<file path="config.mk">
export PLATFORM = sky130hd
export DESIGN_NAME = ql_mem_arbiter
export DESIGN_NICKNAME = d
export VERILOG_FILES = /design/src/rtl/ql_mem_arbiter.sv
export SDC_FILE = /design/constraint.sdc
export NUM_CORES = 1
export LEC_CHECK = 0
export CAP_MARGIN = 20
export CORE_ASPECT_RATIO = 0.8
export CORE_UTILIZATION = 42
export DETAILED_ROUTE_END_ITERATION = 8
export PLACE_DENSITY = 0.84
export SKIP_CTS_REPAIR_TIMING = 1
export SYNTH_ARGS = -nofsm -noshare
export SYNTH_HDL_FRONTEND = slang
export SYNTH_SLANG_ARGS = --single-unit
</file>
<file path="constraint.sdc">
create_clock -name clk_sys -period 2.5 [get_ports clk_sys]
set_input_delay 0.375 -clock clk_sys [delete_from_list [all_inputs] [get_ports clk_sys]]
set_output_delay 0.375 -clock clk_sys [all_outputs]
set_load 0.02 [all_outputs]
</file>
<file path="src/rtl/ql_mem_arbiter.sv">
// Shared-SDRAM time-slot arbiter for the QL: 4-clock slots, 4-slot frame, video locked to slot 0.
// Issues one SDRAM command per slot and returns registered read data to the slot owner.
module ql_mem_arbiter #(
    parameter int AW     = 19,
    parameter int RD_LAT = 2
) (
    input  logic          clk_sys,
    input  logic          reset_n,
    output logic          video_cycle,
    input  logic          video_rd,
    input  logic [AW-1:0] video_addr,
    output logic [15:0]   video_din,
    input  logic          mdv_men,
    input  logic          mdv_req,
    input  logic          mdv_we,
    input  logic [AW-1:0] mdv_addr,
    input  logic [15:0]   mdv_wdata,
    output logic          mdv_ack,
    output logic [15:0]   mdv_rdata,
    input  logic          cpu_req,
    input  logic          cpu_we,
    input  logic [1:0]    cpu_ds,
    input  logic [AW-1:0] cpu_addr,
    input  logic [15:0]   cpu_wdata,
    output logic          cpu_ack,
    output logic [15:0]   cpu_rdata,
    output logic          sd_req,
    output logic          sd_we,
    output logic [1:0]    sd_be,
    output logic [AW-1:0] sd_addr,
    output logic [15:0]   sd_wdata,
    input  logic [15:0]   sd_rdata
);

    typedef enum logic [1:0] {
        OWN_IDLE  = 2'd0,
        OWN_VIDEO = 2'd1,
        OWN_CPU   = 2'd2,
        OWN_MDV   = 2'd3
    } owner_e;

    // Outputs lag the counters by one clock, so data returned during output phase
    // RD_LAT is captured on the edge where phase_r has moved one step further.
    localparam logic [1:0] CAP_PHASE = 2'(RD_LAT + 1);

    logic [1:0] phase_r;
    logic [1:0] slot_r;
    logic [1:0] phase_nxt_s;
    logic [1:0] slot_nxt_s;
    owner_e     owner_r;
    owner_e     owner_nxt_s;
    owner_e     grant_s;
    logic       slot_start_s;

    assign slot_start_s = (phase_r == 2'd0);

    // Slot priority table: requests sampled at the slot boundary pick the owner.
    always_comb begin
        grant_s = OWN_IDLE;
        case (slot_r)
            2'd0: begin
                if (video_rd) begin
                    grant_s = OWN_VIDEO;
                end else if (mdv_men && mdv_req) begin
                    grant_s = OWN_MDV;
                end else begin
                    grant_s = OWN_IDLE;
                end
            end
            2'd2: begin
                if (mdv_req && mdv_men) begin
                    grant_s = OWN_MDV;
                end else if (cpu_req) begin
                    grant_s = OWN_CPU;
                end else if (mdv_req) begin
                    grant_s = OWN_MDV;
                end else begin
                    grant_s = OWN_IDLE;
                end
            end
            2'd1, 2'd3: begin
                if (cpu_req) begin
                    grant_s = OWN_CPU;
                end else if (mdv_req) begin
                    grant_s = OWN_MDV;
                end else begin
                    grant_s = OWN_IDLE;
                end
            end
            default: begin
                grant_s = OWN_IDLE;
            end
        endcase
    end

    // Next-state for phase/slot counters and the slot owner.
    always_comb begin
        phase_nxt_s = phase_r + 2'd1;
        slot_nxt_s  = slot_r;
        owner_nxt_s = owner_r;
        if (phase_r == 2'd3) begin
            slot_nxt_s = slot_r + 2'd1;
        end else begin
            slot_nxt_s = slot_r;
        end
        if (slot_start_s) begin
            owner_nxt_s = grant_s;
        end else begin
            owner_nxt_s = owner_r;
        end
    end

    // Counter and owner state register.
    always_ff @(posedge clk_sys or negedge reset_n) begin
        if (!reset_n) begin
            phase_r <= 2'd0;
            slot_r  <= 2'd0;
            owner_r <= OWN_IDLE;
        end else begin
            phase_r <= phase_nxt_s;
            slot_r  <= slot_nxt_s;
            owner_r <= owner_nxt_s;
        end
    end

    // SDRAM command, video strobe and ack registers.
    always_ff @(posedge clk_sys or negedge reset_n) begin
        if (!reset_n) begin
            video_cycle <= 1'b0;
            sd_req      <= 1'b0;
            sd_we       <= 1'b0;
            sd_be       <= 2'b00;
            sd_addr     <= {AW{1'b0}};
            sd_wdata    <= 16'h0000;
            cpu_ack     <= 1'b0;
            mdv_ack     <= 1'b0;
        end else begin
            video_cycle <= (slot_r == 2'd0);
            sd_req      <= slot_start_s && (grant_s != OWN_IDLE);
            cpu_ack     <= (phase_r == 2'd3) && (owner_r == OWN_CPU);
            mdv_ack     <= (phase_r == 2'd3) && (owner_r == OWN_MDV);
            if (slot_start_s) begin
                case (grant_s)
                    OWN_VIDEO: begin
                        sd_we   <= 1'b0;
                        sd_be   <= 2'b11;
                        sd_addr <= video_addr;
                    end
                    OWN_CPU: begin
                        sd_we    <= cpu_we;
                        sd_be    <= cpu_ds;
                        sd_addr  <= cpu_addr;
                        sd_wdata <= cpu_wdata;
                    end
                    OWN_MDV: begin
                        sd_we    <= mdv_we;
                        sd_be    <= 2'b11;
                        sd_addr  <= mdv_addr;
                        sd_wdata <= mdv_wdata;
                    end
                    default: begin
                        sd_we <= 1'b0;
                        sd_be <= 2'b00;
                    end
                endcase
            end
        end
    end

    // Read data return into the owner's holding register.
    always_ff @(posedge clk_sys or negedge reset_n) begin
        if (!reset_n) begin
            video_din <= 16'h0000;
            cpu_rdata <= 16'h0000;
            mdv_rdata <= 16'h0000;
        end else if ((phase_r == CAP_PHASE) && !sd_we) begin
            case (owner_r)
                OWN_VIDEO: video_din <= sd_rdata;
                OWN_CPU:   cpu_rdata <= sd_rdata;
                OWN_MDV:   mdv_rdata <= sd_rdata;
                default:   begin end
            endcase
        end
    end

endmodule

</file>
==> flow_summary_export.csv, run 1 <==
group,metric,value,unit
placed_design,place_ws,0.3074,ns
logic_synthesis,synthCells,338,
clocking,cts_buffers,9,
logic_synthesis,synth_area_leaders,"dfrtp_1 54%, mux2_2 12%, mux2i_1 8.3%, a221oi_2 6.4%, o22ai_1 2.8%",
run,drv_cap,0,
hold_path,hp-class,"in2async",
grt,grt_max_degree,59,
worst_setup_path,endpoint_kind,"flip-flop",
worst_setup_path,max_stage_delay,0.42,ns
logic_synthesis,yosysSeqAreaShare,0.5393,
timing,fin_skew,0.005613,ns
routing,drc,0,
timing,min_period,2.018,ns
timing,hold_viol,0,
routing,vias_per_cell,4.997,
routing,drt-total-wl,11.22,mm
pwr,powerDensity,684.5,mW/mm2
worst_setup_path,cp_num_buf_inv,2,
grt,grt_pass1_wl,16.83,mm
worst_setup_path,crit_slowest_cell,"dfrtp_1",
finish,layout-drive-gt1-share,0.1868,
floorplanning,rows,33,
routing,ant_nets,0,
logic_synthesis,post_synth.cell_area_avg,13.18,um2
clocking,tritoncts,"built",
pwr,cellLeakagePower,2.963,nW
floorplanning,dieHeight,94.11,um
finish,diodes,0,
worst_setup_path,arrival,2.22,ns
timing,rsz0062_at_grt,"false",
timing,setup_viol,0,
clocking,cts_buffer_depth,2,
timing,finalSetupTns,0,ns
worst_setup_path,crit_start,"slot_r[0]",
clocking,cts_root_buf,"clkbuf_16",
clocking,clock-sinks,96,
logic_synthesis,synthTopCellsByCount,"96 x dfrtp_1, 48 x mux2_2, 37 x mux2i_1, 27 x inv_1, 22 x nand2_1",
placed_design,io_buffers,204,
worst_setup_path,path_delay_family,"flip-flops",
placed_design,gp_congestion,0.7828,
clocking,clkLatencyLatePin,0.34,ns
floorplanning,core,0.01028,mm2
worst_setup_path,start_kind,"flip-flop",
grt,grt_antenna_before_repair,0,
timing,drv_slew,0,
floorplanning,die-area,0.01102,mm2
logic_synthesis,ys.flop_type,"dfrtp_1",
logic_synthesis,async_reset_ff_frac,1.000,
logic_synthesis,yosysMostFrequentCell,"dfrtp_1",
timing,timing.fmax,495.5,MHz
worst_setup_path,worstPathRequired,2.70,ns
pwr,vdd_ir_drop_max,0.3893,mV
timing,worst_slack,0.4818,ns
floorplanning,io_pins,205,
grt,grt.total_usage,0.2025,
timing,fin_crit_sh,0.8073,
worst_setup_path,crit_fanout,39,
timing,worst_pin_slew,0.7540,ns
clocking,htree_levels,3,
finish,areaGrowthSynthToFinish,55.81,%
routing,vias,3428,
routing,dr.pass1.iters,4,
clocking,clkSlewWorstSetupHoldPaths,0.07,ns
logic_synthesis,synth_edf_count,0,
run_status,status,"completed",
routing,drt_iter0_drc,132,
logic_synthesis,synth_top_area_cell,"dfrtp_1",
grt,grt_pass1_vias,3427,
worst_setup_path,crit_chain,"inv_1 -> ha_1 -> nand2b_2 -> nand2b_1 -> nand2_4 -> buf_12 -> mux2i_1 -> a221oi_2",
logic_synthesis,syn_area,0.004454,mm2
finish,n_fill_cell,774,
floorplanning,floorplan.die.width,117.1,um
placed_design,dp_hpwl,8.295,mm
logic_synthesis,ys_ff_latch,96,
floorplanning,floorplan.initialDensity,0.4332,
finish,fin_nets,662,
grt,grt_overflow,0,
worst_setup_path,criticalPathCategory,"reg2reg",
logic_synthesis,synth_cell_types,32,
worst_setup_path,r2r-start,"slot_r[0]",
logic_synthesis,synth_fp_nets,459,
routing,wl_per_cell,16.36,um
logic_synthesis,yosysWarnings,0,
logic_synthesis,yosysTopAreaCellShare,0.5393,
timing,max_slew_margin,0.4973,
## routing by layer
layer  up-vias  share of wire  global-route usage
li1       1615              -                   -
met1      1661           0.43              0.2506
met2       135           0.49              0.3324
met3        17          0.069             0.06194
met4         0          0.017             0.07173
met5         -              0                   0
## state kept, by name (all words and copies together) (netlist names), 16 cells and up
name       count
sd_addr       19
sd_wdata      16
mdv_rdata     16
video_din     16
cpu_rdata     16
## path summary, 6_finish.rpt
path                       slack (ns)      endpoint  cells past startpoint
hold reg to reg                  0.45    phase_r[0]                      1
min in group clk_sys             0.45    phase_r[0]                      1
hold / removal                   0.10  mdv_rdata[3]                      1
setup reg to reg                 0.48    sd_addr[4]                      8
setup / recovery                 0.48    sd_addr[4]                      8
max in group asynchronous        1.74  cpu_rdata[1]                      2
## cell type report
cell class                      instances  area [um2]  share of cell area
Clock inverter                          7       115.1             0.01659
Multi-Input combinational cell        196        1792              0.2582
Clock buffer                            9       225.2             0.03245
Timing Repair Buffer                  211        2130              0.3068
Tap cell                              140       175.2             0.02524
Inverter                               27       101.3             0.01460
Sequential cell                        96        2402              0.3461
## cells in the final DEF, fill, tap and decap left out, types with 2 or more instances in the layout
cell,netlist,routed
nand2b_1,2,2
ha_1,6,6
nor2b_1,2,2
a221oi_2,19,19
clkbuf_16,0,9
dfrtp_1,96,96
o21ai_0,2,2
inv_1,27,27
nand2_1,22,22
buf_4,4,5
bufinv_16,0,2
a31oi_1,2,2
nor3_2,2,2
o22ai_1,20,20
nor2_1,5,5
mux2i_1,37,37
inv_8,0,2
clkdlybuf4s50_1,0,203
mux2_2,48,48
nand2_2,2,2
o21ai_1,16,16
buf_12,2,3
## kinds of logic (layout without fill, tap and decap cells)
group,after synthesis,in the layout,synth area share
DFF,96,96,0.5393
muxes,85,85,0.2045
AOI/OAI and AO/OA,61,61,0.1247
buffers and inverters,46,254,0.05843
and+or+nand+nor,43,43,0.05422
adders and majority gates,6,6,0.01685
xor gates and xnor gates,1,1,0.001967
## metrics by stage
stage          hold slack (ns)  utilization  instances  area [um2]  total power [mW]
2_1_floorplan          0.07941            -        338        4454             2.520
3_3_place_gp            0.4315       0.6420        670        6600             3.228
3_5_place_dp            0.4530       0.6420        670        6600             3.269
4_1_cts                 0.1323       0.6751        686        6940             4.809
5_1_grt                 0.1602       0.6751        686        6940             4.969
6_report                0.1042       0.6751        686        6940             4.751
## where the power goes
part	internal (mW)	leakage, nW	switching, mW
clock network	0.901	0.162	0.623
registers	1.77	1.13	0.128
logic	0.736	1.67	0.590
total	3.41	2.96	1.34
(Power assumes the default switching activity.)
==> run 2: changes to the inputs <==
Settings changed: CORE_UTILIZATION 42 to 38, PLACE_DENSITY 0.84 to 0.81.
Clock period 2.5 ns to 1.8 ns, I/O delays scaled along.
==> run 2 against run 1 <==
Net effect: the flow now finishes with violations (setup timing); global-route usage decreased by 1.1 points; sequential power up 39%; total power rose by 38%; cell count up 4.8%; highest routed layer unchanged.
==> flow_summary_export.csv, run 2 (synthesis gave the netlist of run 1 again) <==
group,metric,value,unit
run_status,status,"finished with violations",
run_status,failed_checks,"setup timing",
grt,grt.total_usage,0.1914,
floorplanning,dieHeight,98.84,um
routing,ant_nets,0,
worst_setup_path,worstPathRequired,2.04,ns
grt,grt_max_degree,43,
timing,setup_viol,33,
floorplanning,io_pins,205,
finish,final_cell_mix,"203 x clkdlybuf4s50_1, 95 x dfrtp_1, 48 x mux2_2",
routing,drc,0,
worst_setup_path,crit_fanout,7,
worst_setup_path,arrival,2.13,ns
clocking,cts_root_buf,"clkbuf_16",
placed_design,io_buffers,204,
placed_design,dp_hpwl,8.894,mm
grt,grt_overflow,0,
worst_setup_path,start_kind,"flip-flop",
worst_setup_path,crit_chain,"inv_4 -> ha_4 -> nand2_2 -> o221ai_4 -> nand2_4 -> buf_12 -> buf_12 -> mux2i_4 -> a221oi_4",
timing,max_slew_margin,0.6663,
finish,fin_nets,691,
floorplanning,rows,34,
routing,vias,3552,
placed_design,postPlaceCellArea,0.006751,mm2
worst_setup_path,critPathMostFrequentCell,"buf_12",
routing,wl_per_cell,17.14,um
timing,drv_slew,0,
finish,postLayoutCoreUtil,0.6757,
clocking,clkSlewWorstSetupHoldPaths,0.07,ns
worst_setup_path,crit_slowest_cell,"dfrtp_2",
clocking,cts_buffers,9,
timing,worst_slack,-0.08930,ns
timing,hold_viol,0,
floorplanning,floorplan.die.width,123.0,um
floorplanning,die-area,0.01216,mm2
clocking,clock-sinks,96,
pwr,vdd_ir_drop_max,0.4530,mV
worst_setup_path,path_delay_family,"flip-flops",
floorplanning,floorplan.initialDensity,0.3996,
timing,timing.fmax,529.3,MHz
worst_setup_path,max_stage_delay,0.47,ns
routing,dr.pass1.iters,4,
timing,worst_pin_slew,0.5006,ns
worst_setup_path,criticalPathCategory,"reg2reg",
floorplanning,core,0.01115,mm2
pwr,cellLeakagePower,3.179,nW
hold_path,hp-class,"in2async",
clocking,clkLatencyLatePin,0.34,ns
clocking,tritoncts,"built",
routing,drt-total-wl,12.32,mm
worst_setup_path,cp_num_buf_inv,3,
finish,largest_register,"sd_addr",
run,drv_cap,0,
finish,largest_reg_flops,19,
timing,fin_skew,0.01007,ns
finish,final_area,0.007531,mm2
finish,layout-drive-gt1-share,0.2678,
pwr,powerDensity,873.0,mW/mm2
placed_design,place_ws,-0.2979,ns
clocking,cts_buffer_depth,2,
worst_setup_path,endpoint_kind,"flip-flop",
grt,grt_antenna_before_repair,0,
routing,vias_per_cell,4.940,
grt,grt_pass1_wl,17.95,mm
pwr,finalPower,6.574,mW
finish,final_common_cell,"clkdlybuf4s50_1",
grt,grt_pass1_vias,3632,
clocking,htree_levels,3,
placed_design,gp_congestion,0.7556,
timing,rsz0062_at_grt,"true",
finish,areaGrowthSynthToFinish,69.07,%
finish,diodes,0,
timing,fin_crit_sh,1.050,
timing,min_period,1.889,ns
routing,drt_iter0_drc,87,
run 2: changes by cell type in the layout (fill, tap and decap cells not counted), sizes merged:
cell / before / now
clkinvlp: 1 / 2
bufinv: 2 / 1
clkinv: 2 / 1
buf: 8 / 32
dlygate4sd3: 0 / 1
clkbuf: 9 / 15
inv: 29 / 28
run 2: where the power goes:
group | switching (mW) | total (mW) | internal, mW
clock | 0.812 | 1.94 | 1.13
sequential | 0.180 | 2.64 | 2.46
combinational | 0.875 | 1.99 | 1.12
run 2: layer usage:
metal / vias to the layer above / part of all wire / GRT usage
li1: 1674 / - / -
met1: 1721 / 0.41 / 0.2244
met2: 145 / 0.51 / 0.3449
met3: 12 / 0.074 / 0.05266
met4: 0 / 0.010 / 0.04541
met5: - / 0 / 0
run 2: path summary, 6_finish.rpt:
check                           start           end  slack, ns  cells past startpoint
min in group clk_sys       phase_r[0]    phase_r[0]       0.46                      1
min reg2reg                phase_r[0]    phase_r[0]       0.46                      1
max                         slot_r[0]    sd_addr[9]      -0.09                      9
min                           reset_n  video_din[2]       0.45                      2
max reg2reg                 slot_r[0]    sd_addr[9]      -0.09                      9
max in group asynchronous     reset_n     slot_r[0]       0.70                      3
run 2: through the flow:
stage	TNS, ns	hold slack, ns	std cells
finish	-1.687	0.4499	719
global route	-4.360	0.4979	719
detailed placement	-7.101	0.2780	687
CTS	-4.464	-0.08403	703
floorplan	-0.2011	-0.02559	338
global placement	-3.887	0.2677	687
run 2: final cells by class:
| cell class | count | area, um2 |
|---|---|---|
| clock buffers | 11 | 242.7 |
| clock inverters | 5 | 65.06 |
| fillers | 802 | 3615 |
| inverters | 27 | 103.9 |
| multi-input cells | 196 | 2009 |
| flip-flops and latches | 96 | 2404 |
| well taps | 144 | 180.2 |
| repair buffers | 240 | 2526 |
